## src/rtl/axi_mst_arbiter.sv

```systemverilog
// axi_mst_arbiter: 2:1 AXI4 master-port arbiter with ID tagging, W-order FIFO and B/R routing.
// Define AXI_ARB_FIXED_PRIO_EN to make master 0 win every tie instead of round-robin.
module axi_mst_arb_rr (
  input  logic       clk_i,
  input  logic       rst_i,
  input  logic [1:0] i_valid,
  input  logic       i_ready,
  input  logic       i_block,
  output logic       o_sel,
  output logic       o_valid,
  output logic [1:0] o_s_ready
);
  logic r_locked, r_prio, r_gnt;
  logic w_hs;
  always_comb begin
    o_sel     = r_locked ? r_gnt : (&i_valid ? r_prio : i_valid[1]);
    o_valid   = i_valid[o_sel] & ~i_block;
    w_hs      = o_valid & i_ready;
    o_s_ready = {w_hs & o_sel, w_hs & ~o_sel};
  end
  // LOCKED pins the winner so the downstream request stays stable until accepted
  always_ff @(posedge clk_i)
    if (rst_i) begin
      r_locked <= 1'b0;
      r_prio   <= 1'b0;
      r_gnt    <= 1'b0;
    end else if (w_hs) begin
      r_locked <= 1'b0;
`ifdef AXI_ARB_FIXED_PRIO_EN
      r_prio   <= 1'b0;
`else
      r_prio   <= ~o_sel;
`endif
    end else if (o_valid & ~r_locked) begin
      r_locked <= 1'b1;
      r_gnt    <= o_sel;
    end
endmodule

module axi_mst_arbiter #(
  parameter int ID_W     = 4,
  parameter int AX_W     = 99,
  parameter int W_W      = 72,
  parameter int RESP_W   = 66,
  parameter int WQ_DEPTH = 4
) (
  input  logic                clk_i,
  input  logic                rst_i,
  input  logic [1:0]          s_aw_valid_i,
  output logic [1:0]          s_aw_ready_o,
  input  logic [2*ID_W-1:0]   s_aw_id_i,
  input  logic [2*AX_W-1:0]   s_aw_pl_i,
  input  logic [1:0]          s_w_valid_i,
  input  logic [1:0]          s_w_last_i,
  output logic [1:0]          s_w_ready_o,
  input  logic [2*W_W-1:0]    s_w_pl_i,
  output logic [1:0]          s_b_valid_o,
  input  logic [1:0]          s_b_ready_i,
  output logic [ID_W-1:0]     s_b_id_o,
  output logic [1:0]          s_b_resp_o,
  input  logic [1:0]          s_ar_valid_i,
  output logic [1:0]          s_ar_ready_o,
  input  logic [2*ID_W-1:0]   s_ar_id_i,
  input  logic [2*AX_W-1:0]   s_ar_pl_i,
  output logic [1:0]          s_r_valid_o,
  input  logic [1:0]          s_r_ready_i,
  output logic [ID_W-1:0]     s_r_id_o,
  output logic [RESP_W-1:0]   s_r_pl_o,
  output logic                s_r_last_o,
  output logic                m_aw_valid_o,
  input  logic                m_aw_ready_i,
  output logic [ID_W:0]       m_aw_id_o,
  output logic [AX_W-1:0]     m_aw_pl_o,
  output logic                m_w_valid_o,
  input  logic                m_w_ready_i,
  output logic [W_W-1:0]      m_w_pl_o,
  output logic                m_w_last_o,
  input  logic                m_b_valid_i,
  output logic                m_b_ready_o,
  input  logic [ID_W:0]       m_b_id_i,
  input  logic [1:0]          m_b_resp_i,
  output logic                m_ar_valid_o,
  input  logic                m_ar_ready_i,
  output logic [ID_W:0]       m_ar_id_o,
  output logic [AX_W-1:0]     m_ar_pl_o,
  input  logic                m_r_valid_i,
  output logic                m_r_ready_o,
  input  logic [ID_W:0]       m_r_id_i,
  input  logic [RESP_W-1:0]   m_r_pl_i,
  input  logic                m_r_last_i
);
  localparam int QA_W = $clog2(WQ_DEPTH);
  localparam logic [QA_W-1:0] PTR_ONE  = QA_W'(1);
  localparam logic [QA_W:0]   CNT_ONE  = (QA_W+1)'(1);
  localparam logic [QA_W:0]   CNT_FULL = (QA_W+1)'(WQ_DEPTH);
  logic [WQ_DEPTH-1:0] r_wq;
  logic [QA_W-1:0]     r_wr, r_rd;
  logic [QA_W:0]       r_cnt;
  logic w_aw_sel, w_ar_sel, w_wq_full, w_wq_empty, w_push, w_pop, w_head;
  assign w_wq_full  = r_cnt == CNT_FULL;
  assign w_wq_empty = r_cnt == '0;
  axi_mst_arb_rr u_aw (
    .clk_i, .rst_i, .i_valid(s_aw_valid_i), .i_ready(m_aw_ready_i), .i_block(w_wq_full),
    .o_sel(w_aw_sel), .o_valid(m_aw_valid_o), .o_s_ready(s_aw_ready_o)
  );
  axi_mst_arb_rr u_ar (
    .clk_i, .rst_i, .i_valid(s_ar_valid_i), .i_ready(m_ar_ready_i), .i_block(1'b0),
    .o_sel(w_ar_sel), .o_valid(m_ar_valid_o), .o_s_ready(s_ar_ready_o)
  );
  always_comb begin
    m_aw_id_o   = {w_aw_sel, w_aw_sel ? s_aw_id_i[2*ID_W-1:ID_W] : s_aw_id_i[ID_W-1:0]};
    m_aw_pl_o   = w_aw_sel ? s_aw_pl_i[2*AX_W-1:AX_W] : s_aw_pl_i[AX_W-1:0];
    m_ar_id_o   = {w_ar_sel, w_ar_sel ? s_ar_id_i[2*ID_W-1:ID_W] : s_ar_id_i[ID_W-1:0]};
    m_ar_pl_o   = w_ar_sel ? s_ar_pl_i[2*AX_W-1:AX_W] : s_ar_pl_i[AX_W-1:0];
    w_head      = r_wq[r_rd];
    m_w_valid_o = ~w_wq_empty & s_w_valid_i[w_head];
    m_w_last_o  = ~w_wq_empty & s_w_last_i[w_head];
    m_w_pl_o    = w_head ? s_w_pl_i[2*W_W-1:W_W] : s_w_pl_i[W_W-1:0];
    s_w_ready_o = w_wq_empty ? 2'b00 : (w_head ? {m_w_ready_i, 1'b0} : {1'b0, m_w_ready_i});
    w_push      = m_aw_valid_o & m_aw_ready_i;
    w_pop       = m_w_valid_o & m_w_ready_i & m_w_last_o;
    s_b_valid_o = m_b_id_i[ID_W] ? {m_b_valid_i, 1'b0} : {1'b0, m_b_valid_i};
    m_b_ready_o = s_b_ready_i[m_b_id_i[ID_W]];
    s_b_id_o    = m_b_id_i[ID_W-1:0];
    s_b_resp_o  = m_b_resp_i;
    s_r_valid_o = m_r_id_i[ID_W] ? {m_r_valid_i, 1'b0} : {1'b0, m_r_valid_i};
    m_r_ready_o = s_r_ready_i[m_r_id_i[ID_W]];
    s_r_id_o    = m_r_id_i[ID_W-1:0];
    s_r_pl_o    = m_r_pl_i;
    s_r_last_o  = m_r_last_i;
  end
  // W-order FIFO: one entry per accepted AW, popped on the last W beat of that burst
  always_ff @(posedge clk_i)
    if (rst_i) begin
      r_wr  <= '0;
      r_rd  <= '0;
      r_cnt <= '0;
    end else begin
      if (w_push) begin
        r_wq[r_wr] <= w_aw_sel;
        r_wr       <= r_wr + PTR_ONE;
      end
      if (w_pop) r_rd <= r_rd + PTR_ONE;
      r_cnt <= (w_push & ~w_pop) ? r_cnt + CNT_ONE : (w_pop & ~w_push) ? r_cnt - CNT_ONE : r_cnt;
    end
endmodule

```

## config.mk

```make
export PLATFORM = sky130hd
export DESIGN_NAME = axi_mst_arbiter
export DESIGN_NICKNAME = d
export VERILOG_FILES = /design/src/rtl/axi_mst_arbiter.sv
export SDC_FILE = /design/constraint.sdc
export NUM_CORES = 1
export LEC_CHECK = 0
export ABC_CLOCK_PERIOD_IN_PS = 2550
export CAP_MARGIN = 20
export CORE_AREA = 2 2 405 407
export DETAILED_ROUTE_END_ITERATION = 10
export DIE_AREA = 0 0 407 409
export GPL_TIMING_DRIVEN = 0
export PLACE_DENSITY_LB_ADDON = 0.12
export SLEW_MARGIN = 10
export SYNTH_ARGS = -nofsm -noshare
export SYNTH_HDL_FRONTEND = slang
export SYNTH_SLANG_ARGS = --single-unit
```

## constraint.sdc

```tcl
create_clock -name clk_i -period 2.55 [get_ports clk_i]
set_input_delay 0.51 -clock clk_i [delete_from_list [all_inputs] [get_ports clk_i]]
set_output_delay 0.51 -clock clk_i [all_outputs]
set_load 0.02 [all_outputs]
```

After elaboration in Yosys (flattened, before gate mapping)
Index checks and enable logic that the tools add are counted.
- output and inout port bits: 373
- flip-flop bits (word level): 17
- word-level logic and storage cells: 90
- input bits: 654
- $add $sub $neg: 4
- bitwise gates (word level): 25
- reduce and logical (&&, ||, !) cells: 10
- magnitude comparators: 8
- muxes and demuxes: 32
- eq/ne operators: 1
- operators with widths (operator ; number):
    $mux W99 ; 2
    $mux W72 ; 1
    $mux W1 ; 18
    $and A1 B1 Y1 ; 15
    $lt A1 B2 Y1 const B ; 5
    $not A1 Y1 ; 10
    $reduce_and A2 Y1 ; 5
    $mux W2 ; 4
    $mux W4 ; 2
    $lt A2 B3 Y1 const B ; 2
    $mux W3 ; 2
    $add A2 B1 Y2 const B ; 2
    $bwmux W4 ; 1
    $reduce_or A2 Y1 ; 2
    $add A3 B1 Y3 const B ; 1
    $eq A3 B3 Y1 const B ; 1
    $logic_not A3 Y1 ; 1
    $sub A3 B1 Y3 const B ; 1
    $bmux W1 S2 ; 1
    $demux W1 S2 ; 1
    $ge A2 B1 Y1 const B ; 1
    $reduce_bool A2 Y1 ; 1
    $logic_and A1 B1 Y1 ; 1

Depth between registers and ports, before layout
- depth after elaboration: 11
- depth in mapped cells: 10
- gate-level depth less buffers: 10

By module
Synthesis repeated with hierarchy kept, for this count alone.
- cell total of the unflattened synthesis: 507
- area, all modules: 5043.6 um^2
- by module, submodules not included (module ; cells an instance ; times used ; area an instance (um^2) ; seq. area each (um^2)):
    axi_mst_arbiter ; 461 ; 1 ; 4645.7 ; 260.2
    axi_mst_arb_rr ; 23 ; 2 ; 198.9 ; 60.1

Least setup slack after synthesis
No wires, ideal clock.
- kind: input-to-reg
- start point: input s_aw_valid_i[1]
- end point: register r_cnt[2]
- library setup time: 0.071 ns
- path buffers: 0
- setup slack: -0.248 ns
- data arrival time: 2.727 ns
- required time: 2.479 ns
- stages on the path: 10
- cell sequence: mux2i_1 > a211oi_1 > nand2_1 > clkinv_1 > ha_1 > inv_1 > fa_1 > xor2_1 > or3_1 > a21oi_1
- cells in the longest elaborated chain, start to end: 10
- elaborated cells between the ends (all ways): 12
- classes of those cells: mux (5); bitwise (5); reduce/logical (2)
- RTL lines (element ; line ; RTL):
    start: declaration ; 49 ; input logic [1:0] s_aw_valid_i,
    $reduce_and A2 Y1 ; 16 ; o_sel = r_locked ? r_gnt : (&i_valid ? r_prio : i_valid[1]);
    $mux W1 (2 in series) ; 16 ;
    $mux W1 (implied by the code) (*) (2 in series) ; 17 ; o_valid = i_valid[o_sel] & ~i_block;
    $and A1 B1 Y1 (*) ; 17 ;
    net m_aw_valid_o ; 70 ; output logic m_aw_valid_o,
    $and A1 B1 Y1 (*) ; n/a ;
    net u_aw.w_hs ; 14 ; logic w_hs;
    $not A1 Y1 (no line) ; n/a ;
    $and A1 B1 Y1 ; 144 ; r_cnt <= (w_push & ~w_pop) ? r_cnt + CNT_ONE : (w_pop & ~w_push) ? r_cnt - CNT_ONE : r_cnt;
    $reduce_bool A2 Y1 (no line) ; n/a ;
    end signal: assignment ; 144 ;
    end: declaration ; 98 ; logic [QA_W:0] r_cnt;
Mark *: on every way through the listed nets, which the timed path passes. The rest lies on a longest branch. The select of a mux whose other input is x is not followed.
A chain may end at the register's enable or synchronous reset.

Worst setup path after layout
- start point: register r_wq[3]
- end point: register r_cnt[2]
- cells in the longest elaborated chain, start to end: 10
- elaborated cells between the ends (all ways): 15
- classes of those cells: mux (7); bitwise (7); reduce/logical (1)
- RTL lines (element ; line ; RTL):
    start: declaration ; 96 ; logic [WQ_DEPTH-1:0] r_wq;
    start signal: indexed assignment ; 140 ; r_wq[r_wr] <= w_aw_sel;
    $bmux W1 S2 (*) ; 115 ; w_head = r_wq[r_rd];
    $mux W1 (implied by the code) (*) ; 115 ;
    $mux W1 (implied by the code) (2 in series) ; 116 ; m_w_valid_o = ~w_wq_empty & s_w_valid_i[w_head];
    $and A1 B1 Y1 ; 116 ;
    $and A1 B1 Y1 ; 121 ; w_pop = m_w_valid_o & m_w_ready_i & m_w_last_o;
    $and A1 B1 Y1 (*) ; 121 ;
    $not A1 Y1 ; 144 ;
    $and A1 B1 Y1 ; 144 ;
    $mux W3 or $reduce_bool A2 Y1 (tied branches) ; n/a ;
Mark *: on every way between the ends. The rest lies on a longest branch, timed or not. The select of a mux whose other input is x is not followed.

==> flow_metrics.tcl <==
set metrics [dict create \
    status "finished with violations" \
    violations "negative setup slack" \
    crit_type "reg -> reg" \
    dieWidth_um 407 \
    clkTransAtPathRegs_ns 0.09 \
    crit_arrival_ns 2.86 \
    syn_nets 1318 \
    hold_class "in -> reg" \
    ant_nets 0 \
    initial_core_util 0.03048 \
    endpoint_kind "flop" \
    drv_cap 0 \
    final_util 0.1115 \
    period_share 1.039 \
    cp_slowest_cell "mux4_2" \
    synth.top_cell.area_share 0.4788 \
    die_h_um 409 \
    sw_frac_of_total 0.4635 \
    max_stage_delay_ns 0.52 \
    total_power_mw 6.131 \
    antenna_found_initial 18 \
    pwr-share-clk 0.065 \
    die_area_mm2 0.1665 \
    clk_path_buf_depth 2 \
    leakage_nw 7.178 \
    clock-root-buffer "clkbuf_16" \
    drt-vias-per-instance 2.256 \
    synth_area_leaders "mux2_2 (48%), nand2_1 (17%), buf_4 (12%), dfxtp_1 (5.3%), edfxtp_1 (2.4%)" \
    power_density_mw_per_mm2 339.3 \
    fmax_ghz 0.3774 \
    async_reset_ff_frac 0 \
    synth-edff-count 4 \
    relSlewSlack 0.6191 \
    dp_hpwl_mm 63.22 \
    wl_mm 70.85 \
    yosys.cell_types.count 34 \
    core-area_mm2 0.1620 \
    power_switching_mw 2.842 \
    vdd_drop_max_v 0.0002209 \
    grt_overflow_total 0 \
    row_count 148 \
    sequentialPowerShare 0.064 \
    fin_cells 3844 \
    setup_viol 46 \
    path_max_fanout 2 \
    io_buffer_count 949 \
    grt_pass1_wl_mm 87.39 \
    synthCells 658 \
    cp.required_ns 2.76 \
    first_iter_violations 223 \
    p_int_mw 3.290 \
    synth_area_mm2 0.004938 \
    grt_max_degree 11 \
    synth-seq-area-share 0.07702 \
    insertion_delay_ns 0.30 \
    num_vias 8673 \
    avgSynthCellArea_um2 7.505 \
    syn_to_final_growth_pct 265.9 \
    drcViolationCount 0 \
    cts-htree-levels 1 \
    dp.cells 3784 \
    cts_tree "yes" \
    detail_route.first_pass.iterations 4 \
    rsz0062_at_grt "true" \
    clock_sinks 17 \
    grt_pass1_vias 9365 \
    start_kind "flop" \
    finalHoldWorstSlack_ns 0.4362 \
    holdBufCountCts 0 \
    clock_skew_ns 0.02438 \
    drive_above_1_share 0.4197 \
    ios 1027 \
    wl_per_cell_um 18.43 \
    path_cells "mux4_2 > buf_6 > mux2_4 > or2_4 > ha_4 > inv_4 > fa_2 > xor2_2 > or3_1 > a21oi_1" \
    grt_usage 0.07911 \
    final_nets 2317 \
    combinationalPowerShare 0.871 \
    drv_slew 0 \
    synth_seq_cells 17 \
    worstMarginPinSlew_ns 0.5696 \
    timing.final.ws_setup_ns -0.09975 \
    finalSetupTns_ns -1.654 \
    final-hold-violation-count 0 \
    ys.flop_type "dfxtp_1" \
    period_minus_slack_ns 2.650 \
    synth_warnings 0 \
    synth_top_area_cell "mux2_2" \
    routabilityCongestion 0.8336 \
    cts_buffers 3 \
]
## state kept, by name (all words and copies together) (netlist names), 2 cells and up
signal and count:
r_wr 2, r_wq 4, r_rd 2, r_cnt 3
## routing by layer
| layer | wire length (um) | GRT usage | vias to the layer above |
|---|---|---|---|
| li1 | - | - | 4131 |
| met5 | 0 | 0 | - |
| met3 | 6353 | 0.02754 | 34 |
| met1 | 26760 | 0.08632 | 3992 |
| met4 | 839 | 0.007152 | 0 |
| met2 | 36900 | 0.1498 | 516 |
## power groups by stage
stage / sequential [mW] / combinational, mW / clock, mW
2_1_floorplan: 0.358 / 2.08 / 0
3_3_place_gp: 0.369 / 5.06 / 0
3_5_place_dp: 0.374 / 5.04 / 0
4_1_cts: 0.389 / 5.34 / 0.455
5_1_grt: 0.401 / 5.70 / 0.465
6_report: 0.393 / 5.34 / 0.401
## Yosys cell counts, drive strengths merged (2+ instances only)
cell type and n:
a21oi 7, nor2 13, dfxtp 13, buf 90, mux2i 7, clkbuf 31, a211oi 5, nand2 225
or2 2, nand2b 2, ha 5, edfxtp 4, nor3 3, xor2 2, inv 9, o31ai 2
and2 8, o21ai 2, mux2 211, nor2b 6, or3 2
## kinds of logic (layout without fill, tap and decap cells)
family	after synthesis	after routing	share of synthesized area
simple gates	264	264	0.2136
mux	219	219	0.5006
buf+inv	131	1128	0.1634
compound gates	18	19	0.02331
flops	17	17	0.07702
fa+ha+maj	6	6	0.01672
xor+xnor	3	3	0.005321
other cells	0	13	0
## layout make-up
class                      count  area (um^2)
antenna                       13        32.53
buffer                       114         1155
clock buffer                   3        75.07
clock inverter                 1        5.005
fill                       18772       144000
inverter                      10        45.04
multi-input combinational    511         4228
sequential                    17        391.6
tap                         2175         2721
timing repair buffer        1000         9417
## worst max-delay path: cells and delay by family, from the launching register on
family / cells / cell delay (ns)
AND/OR/NAND/NOR: 2 / 0.59
flip-flops: 1 / 0.40
AO/OA/AOI/OAI: 1 / 0.14
adder cells (fa/ha/maj): 2 / 0.38
buffers and inverters: 2 / 0.19
multiplexers: 2 / 0.82
XOR/XNOR: 1 / 0.06
## layout by cell type (no fill, tap or decap), types with 4 or more instances in the layout
cell type        count
dfxtp_1              8
edfxtp_1             4
buf_16               5
ha_1                 4
buf_2              134
mux2i_1              7
buf_12              21
mux2_2             133
nand2_2              8
mux2_4              78
clkbuf_4             6
clkdlybuf4s15_1     13
nor2_1              13
a211oi_1             4
a21oi_1              7
buf_6               95
buf_4              128
diode_2             13
buf_8               11
clkbuf_16           10
clkdlybuf4s50_1    656
and2_1               8
inv_1                7
nand2_1            211
clkbuf_2            30
nor2b_1              4
nand2_4              6
## path summary, 6_finish.rpt
kind | from | end | slack, ns | cells past startpoint
worst max-delay path | r_wq[3]$_DFFE_PP_ | r_cnt[2]$_SDFFE_PP0P_ | -0.1 | 10
worst min-delay path | s_ar_valid_i[0] | u_ar.r_gnt$_SDFFE_PP0P_ | 0.44 | 2
worst max register to register | r_wq[3]$_DFFE_PP_ | r_cnt[2]$_SDFFE_PP0P_ | -0.1 | 10
worst min register to register | r_rd[1]$_SDFFE_PP0P_ | r_rd[1]$_SDFFE_PP0P_ | 0.53 | 2
## repair_timing
action | in CTS | in global routing
endpoints found under the hold margin | 0 | 0
setup endpoints to repair | 302 | 246
pin swaps | 5 | 9
gates cloned | 10 | 4
buffers inserted | 31 | 11
gates resized for setup | 1281 | 394
## metrics by stage
step / worst slack (ns) / instance area [um^2]
2_1_floorplan: 0.01058 / 4943
3_3_place_gp: -2.621 / 17160
6_report: -0.09975 / 18070
3_5_place_dp: -2.452 / 17190
4_1_cts: -0.1844 / 18020
5_1_grt: -0.2277 / 18040
Power figures use the tool's default switching activity.
